[src/rtl/cpu_fetch_pkg.sv]
// rtl/cpu_fetch_pkg.sv - shared types and constants for the instruction fetch front end
package cpu_fetch_pkg;

    localparam int          FETCH_DWIDTH     = 32;
    localparam logic [31:0] PC_STEP          = 32'd4;
    localparam logic [31:0] RESET_PC_DEFAULT = 32'h0000_0000;

    typedef struct packed {
        logic [31:0]             pc;
        logic [FETCH_DWIDTH-1:0] inst;
        logic                    misaligned;
    } fetch_entry_t;

endpackage

[src/rtl/inst_fetch_unit_if.sv]
// rtl/inst_fetch_unit_if.sv - memory read port and decode handshake bundle of the fetch unit
interface inst_fetch_unit_if #(
    parameter int AWIDTH = 12,
    parameter int DWIDTH = 32
);
    logic [AWIDTH-1:0] fetch_addr;
    logic [DWIDTH-1:0] imem_inst;
    logic              out_valid;
    logic              out_ready;
    logic [31:0]       out_pc;
    logic [DWIDTH-1:0] out_inst;
    logic              out_misaligned;

    modport master (
        output fetch_addr,
        input  imem_inst,
        output out_valid,
        input  out_ready,
        output out_pc,
        output out_inst,
        output out_misaligned
    );

    modport slave (
        input  fetch_addr,
        output imem_inst,
        input  out_valid,
        output out_ready,
        input  out_pc,
        input  out_inst,
        input  out_misaligned
    );
endinterface

[src/rtl/fetch_fifo.sv]
// rtl/fetch_fifo.sv - circular prefetch FIFO with flush and same-cycle push/pop
module fetch_fifo
    import cpu_fetch_pkg::*;
#(
    parameter int DEPTH = 2
) (
    input  logic                       clk,
    input  logic                       rst,
    input  logic                       flush,
    input  logic                       push,
    input  logic                       pop,
    input  fetch_entry_t               wdata,
    output fetch_entry_t               rdata,
    output logic                       empty,
    output logic [$clog2(DEPTH+1)-1:0] level
);
    localparam int PW = $clog2(DEPTH);
    localparam int LW = $clog2(DEPTH+1);

    fetch_entry_t    mem [DEPTH];
    logic [PW-1:0]   wr_ptr;
    logic [PW-1:0]   rd_ptr;
    logic            pop_ok;

    assign empty  = (level == '0);
    assign pop_ok = pop & ~empty;
    assign rdata  = mem[rd_ptr];

    // DEPTH is a power of two, so pointers wrap naturally
    always_ff @(posedge clk) begin
        if (rst) begin
            wr_ptr <= '0;
            rd_ptr <= '0;
            level  <= '0;
            for (int i = 0; i < DEPTH; i++) begin
                mem[i] <= '0;
            end
        end else if (flush) begin
            wr_ptr <= '0;
            rd_ptr <= '0;
            level  <= '0;
        end else begin
            if (push) begin
                mem[wr_ptr] <= wdata;
                wr_ptr      <= wr_ptr + 1'b1;
            end
            if (pop_ok) begin
                rd_ptr <= rd_ptr + 1'b1;
            end
            level <= level + LW'(push) - LW'(pop_ok);
        end
    end
endmodule

[src/rtl/inst_fetch_unit.sv]
// rtl/inst_fetch_unit.sv - PC sequencing, redirect/halt control and prefetch for instruction fetch
module inst_fetch_unit
    import cpu_fetch_pkg::*;
#(
    parameter int          AWIDTH   = 12,
    parameter int          DWIDTH   = FETCH_DWIDTH,
    parameter int          DEPTH    = 2,
    parameter logic [31:0] RESET_PC = RESET_PC_DEFAULT
) (
    input  logic                       clk,
    input  logic                       rst,
    input  logic                       redirect_valid,
    input  logic [31:0]                redirect_pc,
    input  logic                       fetch_halt,
    output logic [$clog2(DEPTH+1)-1:0] fifo_level,
    inst_fetch_unit_if.master          bus
);
    localparam int LW = $clog2(DEPTH+1);

    logic [31:0]  pc;
    logic         mis_pending;
    logic         push;
    logic         pop;
    logic         empty;
    fetch_entry_t wr_entry;
    fetch_entry_t head;

    assign bus.fetch_addr = pc[AWIDTH+1:2];

    assign pop  = bus.out_valid & bus.out_ready;
    // A full FIFO still accepts a fetch when the head leaves in the same cycle
    assign push = ~redirect_valid & ~fetch_halt & ((fifo_level < LW'(DEPTH)) | pop);

    assign wr_entry.pc         = pc;
    assign wr_entry.inst       = bus.imem_inst;
    assign wr_entry.misaligned = mis_pending;

    always_ff @(posedge clk) begin
        if (rst) begin
            pc          <= RESET_PC;
            mis_pending <= 1'b0;
        end else if (redirect_valid) begin
            pc          <= {redirect_pc[31:2], 2'b00};
            mis_pending <= |redirect_pc[1:0];
        end else if (push) begin
            pc          <= pc + PC_STEP;
            mis_pending <= 1'b0;
        end
    end

    fetch_fifo #(
        .DEPTH (DEPTH)
    ) u_fifo (
        .clk   (clk),
        .rst   (rst),
        .flush (redirect_valid),
        .push  (push),
        .pop   (pop),
        .wdata (wr_entry),
        .rdata (head),
        .empty (empty),
        .level (fifo_level)
    );

    assign bus.out_valid      = ~empty;
    assign bus.out_pc         = head.pc;
    assign bus.out_inst       = head.inst;
    assign bus.out_misaligned = head.misaligned;
endmodule

[src/flat_wrapper.sv]
// flat-port wrapper written by rule: the top's interface ports become plain ports
module inst_fetch_unit_flat import cpu_fetch_pkg::*;
#(
    parameter int          AWIDTH   = 12,
    parameter int          DWIDTH   = FETCH_DWIDTH,
    parameter int          DEPTH    = 2,
    parameter logic [31:0] RESET_PC = RESET_PC_DEFAULT
)
  (clk, rst, redirect_valid, redirect_pc, fetch_halt, fifo_level, bus_fetch_addr, bus_imem_inst, bus_out_valid, bus_out_ready, bus_out_pc, bus_out_inst, bus_out_misaligned);
  inst_fetch_unit_if #(.AWIDTH(AWIDTH), .DWIDTH(DWIDTH)) bus_i ();
  input  logic clk;
  input  logic rst;
  input  logic redirect_valid;
  input  logic [31:0] redirect_pc;
  input  logic fetch_halt;
  output logic [$clog2(DEPTH+1)-1:0] fifo_level;
  output wire logic [$bits(bus_i.fetch_addr)-1:0] bus_fetch_addr;
  input wire logic [$bits(bus_i.imem_inst)-1:0] bus_imem_inst;
  output wire logic [$bits(bus_i.out_valid)-1:0] bus_out_valid;
  input wire logic [$bits(bus_i.out_ready)-1:0] bus_out_ready;
  output wire logic [$bits(bus_i.out_pc)-1:0] bus_out_pc;
  output wire logic [$bits(bus_i.out_inst)-1:0] bus_out_inst;
  output wire logic [$bits(bus_i.out_misaligned)-1:0] bus_out_misaligned;
  assign bus_fetch_addr = bus_i.fetch_addr;
  assign bus_i.imem_inst = bus_imem_inst;
  assign bus_out_valid = bus_i.out_valid;
  assign bus_i.out_ready = bus_out_ready;
  assign bus_out_pc = bus_i.out_pc;
  assign bus_out_inst = bus_i.out_inst;
  assign bus_out_misaligned = bus_i.out_misaligned;
  inst_fetch_unit #(.AWIDTH(AWIDTH), .DWIDTH(DWIDTH), .DEPTH(DEPTH), .RESET_PC(RESET_PC)) u_core (.clk(clk), .rst(rst), .redirect_valid(redirect_valid), .redirect_pc(redirect_pc), .fetch_halt(fetch_halt), .fifo_level(fifo_level), .bus(bus_i));
endmodule
[config.mk]
export PLATFORM = sky130hd
export DESIGN_NAME = inst_fetch_unit_flat
export DESIGN_NICKNAME = d
export VERILOG_FILES = /design/src/rtl/cpu_fetch_pkg.sv /design/src/rtl/inst_fetch_unit_if.sv /design/src/rtl/fetch_fifo.sv /design/src/rtl/inst_fetch_unit.sv /design/src/flat_wrapper.sv
export SDC_FILE = /design/constraint.sdc
export NUM_CORES = 1
export LEC_CHECK = 0
export ABC_AREA = 0
export BUFFER_PORTS_ARGS = -buffer_cell sky130_fd_sc_hd__buf_2
export CORE_ASPECT_RATIO = 0.9
export CORE_MARGIN = 10
export CORE_UTILIZATION = 30
export CTS_CLUSTER_DIAMETER = 80
export DETAILED_ROUTE_END_ITERATION = 7
export GPL_ROUTABILITY_DRIVEN = 0
export PLACE_DENSITY = 0.51
export REMOVE_ABC_BUFFERS = 1
export SYNTH_ARGS = -nofsm -noshare
export SYNTH_HDL_FRONTEND = slang
export SYNTH_SLANG_ARGS = --single-unit
[constraint.sdc]
create_clock -name clk -period 5.7 [get_ports clk]
set_input_delay 1.14 -clock clk [delete_from_list [all_inputs] [get_ports clk]]
set_output_delay 1.14 -clock clk [all_outputs]
set_load 0.02 [all_outputs]
======== Word-level counts from Yosys, hierarchy flattened ========
Memory sizes are Yosys's and may differ from the RTL's. A register that Yosys moved wholly into a read port is not among the register bits.
Cells that the tools add are included.
cells by class
  add/subtract/negate cells ............... 5
  $lt $le $gt $ge ......................... 1
  muxes and demuxes ....................... 15
  bitwise logic cells ..................... 8
  reduce and logical (&&, ||, !) cells .... 5
operators with widths
  kind                     count
  $mux W65                 1
  $reduce_or A65 Y1        1
  $mux W32                 2
  $add A32 B3 Y32 const B  1
  $mux W1                  12
  $and A1 B1 Y1            4
  $reduce_or A2 Y1         2
  $not A1 Y1               3
  $add A1 B1 Y1 const B    2
  $add A2 B1 Y2            1
  $logic_not A2 Y1         1
  $lt A2 B2 Y1 const B     1
  $reduce_bool A2 Y1       1
  $sub A2 B1 Y2            1
  $or A1 B1 Y1             1
word-level totals
  bits in registers ....................... 37
  memory bits (writable) .................. 130
  input port bits ......................... 69
  output and inout bits ................... 80
  word-level logic and storage cells ...... 41
  memories ................................ 1
memories
  name               words  bits a word  rd ports  clocked after memory_dff  wr ports  RTL line          text
  u_core.u_fifo.mem  2      65           1         1                         2         fetch_fifo.sv:20  fetch_entry_t mem [DEPTH];

======== Logic depth before layout (Yosys ltp) ========
Gate-level depths: netlist (run 1).
  depth after elaboration ................. 11
  mapped depth ............................ 11
  depth with buffers taken out ............ 9

======== Cells and area by module ========
A second synthesis (run 1) with hierarchy kept.
unflattened totals
  cell total of the unflattened synthesis .. 647
  area, all modules ....................... 8,071.5 µm²
by module, submodules not included
  module           instances  cells each  area an instance (µm²)  sequential area each (µm²)
  fetch_fifo       1          386         5,975.7                 4,003.8
  inst_fetch_unit  1          261         2,095.8                 620.6

======== Worst setup path before layout (run 1) ========
No wires, ideal clock.
  kind .................................... input port to flip-flop
  start point ............................. input port redirect_valid
  end point ............................... memory u_core.u_fifo.mem[0][0] (netlist name) (enable)
  library setup time ...................... 0.497 ns
  arrival time ............................ 5.038 ns
  required time ........................... 5.203 ns
  setup slack ............................. 0.165 ns
  stages on the path ...................... 6
  path buffers ............................ 3
  cell sequence ........................... clkbuf_1 inv_1 clkbuf_1 buf_1 nand2_1 o21bai_1
RTL lines
  item             RTL line            text
  start, declared  flat_wrapper.sv:13  input logic redirect_valid;
  end, declared    fetch_fifo.sv:20

==> impl_metrics.toml, run 1 <==
[timing]
period_share_pct = 56.10
final.setup.tns_ns = 0
rsz0062_at_grt = "false"
setup_viol = 0
finalHoldViolations = 0
slew_headroom_pct = 26.26
tightestPinTransition_ns = 1.106
skew_ns = 0.01022
period_minus_slack_ns = 3.198
max_freq_mhz = 312.7
slew_viol_final = 0

[floorplan]
die_w_um = 189.4
io_pins = 149
initial_core_util_pct = 30.67
rows = 55
die_area_mm2 = 0.03266
core_area_mm2 = 0.02526
chipHeight_um = 172.4

[routing]
routed_wl_mm = 20.89
drt-wirelength-per-cell_um = 18.87
dr.pass1.iters = 4
drt_iter0_markers = 309
route.detailed.drc = 0
ant_nets = 0
num_vias = 5206
avgViaCountPerCell = 4.703

[grt]
global_route.usage.met3_pct = 3.725
track_usage_pct = 12.85
grt_max_degree = 64
antenna_found_initial = 0
grt_overflow = 0
grt.busiest_layer = "met2"
grt_pass1_wl_mm = 32.51
use_met2_pct = 19.43
grtUsageMet1_pct = 17.74
grt_pass1_vias = 5498

[setup_path]
cp_num_buf_inv = 1
worstSetupPathType = "reg2out"
cp_slowest_cell = "dfxtp_4"
path_delay_family = "flip-flops"
startpoint_type = "register"
end_kind = "output port"
arrival_ns = 2.06
crit_chain = "mux2_2 -> buf_2"
slowest_delay_ns = 0.96
required_ns = 4.56
crit_fanout = 63

[power]
power-per-cell-area_mw_per_mm2 = 305.2
irDropWorstVdd_mv = 0.1932
total_leakage_power_uw = 0.003612

[cells_and_area]
fin_area_mm2 = 0.009295
register_area_mm2 = 0.004508
fin_nets = 824
diodes = 0
num-fill-cells = 2513
synthToLayoutAreaGrowth_pct = 20.00
multiInputGateArea_mm2 = 0.002950
utilization_pct = 36.80
final-instance-count-excl-fill = 1107
drive_gt1_share_pct = 33.33

[placement]
placedInstanceArea_mm2 = 0.008688
dp_cells = 1075
place_hpwl_mm = 13.49
port_buffers = 146

[cts]
postCtsHoldBufs = 0
cts_buffer_depth = 2
tritoncts = "built"
clk_pin_slew_ns = 0.06
cts_htree_levels = 4
cts_setup_buffers = 0
clk_latency_ns = 0.42
cts-root-buf = "clkbuf_16"
cts.repair.resized = 0
clock_sinks = 162
numCtsBuffers = 17

[outcome]
status = "complete, no violations"

[min_path]
hold_path_class = "reg2reg"

[yosys]
async_flop_share_pct = 0
seq_area_frac_synth_pct = 58.15
yosysTopAreaCellShare_pct = 48.85
synth-edff-count = 126
synth.area.top_cells = "edfxtp_1 (49%), and2_1 (10%), dfxtp_1 (9.3%)"
yosysWarnings = 0
synth_seq_cells = 162
syn_area_mm2 = 0.007746
postSynthCellCount = 642
yosysUniqueCellTypes = 49
synth_area_leader_cell = "edfxtp_1"
synth-main-ff-cell = "edfxtp_1"
syn_area_per_cell_um2 = 12.07

[run]
maxCapViolations = 0
flip-flops by register name (all words and copies together), names as in the netlist, named ones only:
| signal | count |
|---|---|
| u_core.mis_pending | 1 |
| u_core.u_fifo.rd_ptr | 1 |
| u_core.pc | 30 |
| u_core.u_fifo.level | 2 |
| u_core.u_fifo.wr_ptr | 1 |
| u_core.u_fifo.mem | 126 |
cells by family after synthesis:
kind of cell    count (synthesis)  share of synthesized area [%]
compound gates                 58                          5.750
xor+xnor                        9                          1.018
fa+ha+maj                       3                         0.4846
buf+inv                        71                          4.167
flops                         162                          58.15
mux                            63                          9.158
other cells                     1                        0.04841
simple gates                  275                          21.22
cell usage after synthesis, drive strengths merged, types with 8 or more instances:
cell type	instances
nor2b	9
and2	124
clkbuf	36
inv	11
xnor2	8
edfxtp	126
or4	8
nor2	29
nand3	12
mux2	63
a311oi	18
dfxtp	36
buf	24
o31ai	8
nor3	11
nand2	22
nor4	14
nand4	15
where the power goes:
group	total [uW]	leakage [uW]	internal, uW	switching (uW)
Sequential	1380	0.00162	1340	44.5
Clock	1190	0.000291	699	489
Combinational	266	0.00170	100	165
Total	2840	0.00361	2140	699
layer usage:
metal	vias up	share of wire, %
li1	2571	-
met1	2471	49
met2	152	44
met3	12	6.1
met4	0	1.0
met5	-	0
per-stage QoR:
stage               hold slack [ns]  power [uW]  setup slack (ns)
floorplan                    0.4812        1551            0.3655
global placement             0.5066        1680             2.336
detailed placement           0.5147        1681             2.324
CTS                          0.5296        2875             2.420
global route                 0.5823        2950             2.356
finish                       0.5350        2837             2.502
worst reg2reg max path, cell delays in order (launching register included):
cell and delay, ns:
dfxtp_1 0.34, nor2b_4 0.19, nor2_1 0.38, nand2_1 0.20
o21bai_4 0.13, buf_4 0.71
path summary, 6_finish.rpt:
kind / slack (ns) / cells after the start / end / startpoint
max: 2.50 / 2 / bus_out_pc[27] / register
min: 0.54 / 2 / u_core.u_fifo.rd_ptr / u_core.u_fifo.rd_ptr
max reg2reg: 3.28 / 5 / u_core.u_fifo.mem[0][59] / u_core.u_fifo.level[1]
min reg2reg: 0.54 / 2 / u_core.u_fifo.rd_ptr / u_core.u_fifo.rd_ptr
cells in the final DEF (no fill, tap or decap), types with 12 or more instances in the layout:
| cell | count |
|---|---|
| and2_1 | 124 |
| nand2_1 | 22 |
| a311oi_1 | 18 |
| dfxtp_1 | 35 |
| nand3_1 | 12 |
| mux2_2 | 63 |
| edfxtp_1 | 126 |
| buf_2 | 146 |
| clkbuf_16 | 17 |
| nand4_1 | 14 |
| nor2_1 | 29 |
| nor4_1 | 13 |
final cells by class:
cell class	instances	share of cell area, %
flip-flops and latches	162	48.50
well taps	342	4.604
multi-input cells	410	31.74
inverters	11	0.4442
clock inverters	13	1.871
clock buffers	19	4.657
repair buffers	150	8.184
Power figures use the tool's default switching activity.
==> run 2: changes to the inputs <==
--- a/config.mk
+++ b/config.mk
@@ -13,7 +13,7 @@
 export CTS_CLUSTER_DIAMETER = 80
 export DETAILED_ROUTE_END_ITERATION = 7
 export GPL_ROUTABILITY_DRIVEN = 0
-export PLACE_DENSITY = 0.51
+export PLACE_DENSITY = 0.5
 export REMOVE_ABC_BUFFERS = 1
 export SYNTH_ARGS = -nofsm -noshare
 export SYNTH_HDL_FRONTEND = slang
==> constraint.sdc (replaced) <==
create_clock -name clk -period 3 [get_ports clk]
set_input_delay 0.6 -clock clk [delete_from_list [all_inputs] [get_ports clk]]
set_output_delay 0.6 -clock clk [all_outputs]
set_load 0.02 [all_outputs]
==> run 2 against run 1 <==
- setup slack got worse by 1.9 ns
- die area did not move
- critical path depth is 1 higher
- combinational power is 100% higher
- utilization increased by 0.64 points
- via count grew 3.2%
- global-route usage barely moved
- clock power up 87%
- first-iteration DRC count grew 19%
- sequential share of layout area shrank 0.83 points
- total power rose by 89%
- cell count up 1.3%
- critical path type unchanged
- largest power group unchanged
- highest routed layer unchanged
==> impl_metrics.toml, run 2 (synthesis gave the netlist of run 1 again) <==
[min_path]
hold_depth = 3
hold_path_class = "in2reg"

[setup_path]
startpoint_type = "register"
required_ns = 2.40
arrival_ns = 1.79
end_kind = "output port"
worstSetupPathType = "reg2out"
crit_fanout = 16
ff2ff_path_depth = 5

[placement]
place_hpwl_mm = 14.30
port_buffers = 146

[timing]
period_share_pct = 79.73
slew_headroom_pct = 63.10
setup_viol = 0
slew_viol_final = 0
skew_ns = 0.01152
tightestPinTransition_ns = 0.5527
fin_hold_ws_ns = 0.4364
period_minus_slack_ns = 2.392
max_freq_mhz = 418.1
finalHoldViolations = 0
rsz0062_at_grt = "false"

[cts]
numCtsBuffers = 17
cts.repair.resized = 0
clock_sinks = 162
cts-root-buf = "clkbuf_16"
cts_setup_buffers = 0
cts_htree_levels = 4
clk_pin_slew_ns = 0.07
tritoncts = "built"
cts_buffer_depth = 2
postCtsHoldBufs = 0
clk_latency_ns = 0.43

[power]
power_switching_uw = 1370
p_seq_share_pct = 48.8
irDropWorstVdd_mv = 0.3120
power-per-cell-area_mw_per_mm2 = 567.6
swShare_pct = 25.52
total_leakage_power_uw = 0.003699
power.share.clock_pct = 41.3
power_frac_comb_pct = 9.9
intPower_uw = 3998

[cells_and_area]
drive_gt1_share_pct = 34.79
synthToLayoutAreaGrowth_pct = 22.08
largestRegisters = "u_core.u_fifo.mem: 126 flops, u_core.pc: 30 flops, u_core.u_fifo.level: 2 flops"
mostFrequentLayoutCell = "buf_2"
top_register = "u_core.u_fifo.mem"
utilization_pct = 37.44
mostFrequentLayoutCells = "buf_2 (146), edfxtp_1 (126), and2_1 (124)"
largest_register_ffs = 126
diodes = 0
fin_nets = 838

[routing]
routed_wl_mm = 21.03
drt_iter0_markers = 369
ant_nets = 0
drt-wirelength-per-cell_um = 18.76
avgViaCountPerCell = 4.793
num_vias = 5373
route.detailed.drc = 0
dr.pass1.iters = 6

[run]
maxCapViolations = 0

[floorplan]
chipHeight_um = 172.4
initial_core_util_pct = 30.67
die_area_mm2 = 0.03266
rows = 55
die_w_um = 189.4
core_area_mm2 = 0.02526
io_pins = 149

[outcome]
status = "complete, no violations"

[grt]
grt_overflow = 0
grt_pass1_vias = 5504
track_usage_pct = 12.85
grt_pass1_wl_mm = 32.20
antenna_found_initial = 0
grt_max_degree = 49
## run 2: changes by cell type in the layout (fill, tap and decap cells not counted), sizes merged
| cell | previous run | this run |
|---|---|---|
| clkinv | 3 | 5 |
| clkbuf | 19 | 17 |
| clkinvlp | 2 | 3 |
| bufinv | 3 | 2 |
| buf | 150 | 164 |
## run 2: worst max-delay path: stages, from the launching register on
cell	delay, ns
dfxtp_4	0.47
buf_4	0.31
mux2_2	0.40
buf_2	0.17
## run 2: worst paths after layout
check / startpoint / end / slack [ns]
setup / recovery: register / bus_out_pc[8] / 0.61
hold / removal: redirect_pc[7] / u_core.pc[7] / 0.44
setup reg to reg: u_core.pc[11] / u_core.pc[27] / 0.81
hold reg to reg: u_core.u_fifo.rd_ptr / register / 0.50
## run 2: layer usage
layer,track usage (%),share of wire (%),vias up,wire (um)
met4,3.447,0.86,0,180
met2,19.74,44,165,9305
met5,0,0,-,0
met1,17.25,48,2598,10130
li1,-,-,2591,-
met3,3.806,6.7,19,1412
## run 2: through the flow
| stage | setup TNS (ns) | cells | area (um^2) | setup WS, ns | total power [uW] |
|---|---|---|---|---|---|
| after global routing | 0 | 1121 | 9457 | 0.5373 | 5586 |
| final | 0 | 1121 | 9457 | 0.6081 | 5368 |
| after global placement | 0 | 1089 | 8856 | 0.6689 | 3212 |
| after detailed placement | 0 | 1089 | 8856 | 0.6319 | 3213 |
| after floorplan | -113.06 | 583 | 7468 | -1.795 | 2946 |
| after CTS | 0 | 1121 | 9457 | 0.5724 | 5446 |
## run 2: power by group through the flow
| stage | clock network, uW | logic, uW | registers (uW) |
|---|---|---|---|
| after floorplan | 0 | 280 | 2670 |
| after global placement | 0 | 546 | 2670 |
| after CTS | 2280 | 546 | 2620 |
| after global routing | 2370 | 584 | 2640 |
| after detailed placement | 0 | 543 | 2670 |
| final | 2220 | 531 | 2620 |
## run 2: cell type report
cell class	instances	area (um^2)
fill	2530	15800
sequential	162	4508
multi-input combinational	410	2950
timing repair buffer	164	928.4
tap	342	427.9
clock buffer	17	425.4
clock inverter	15	175.2
inverter	11	41.29
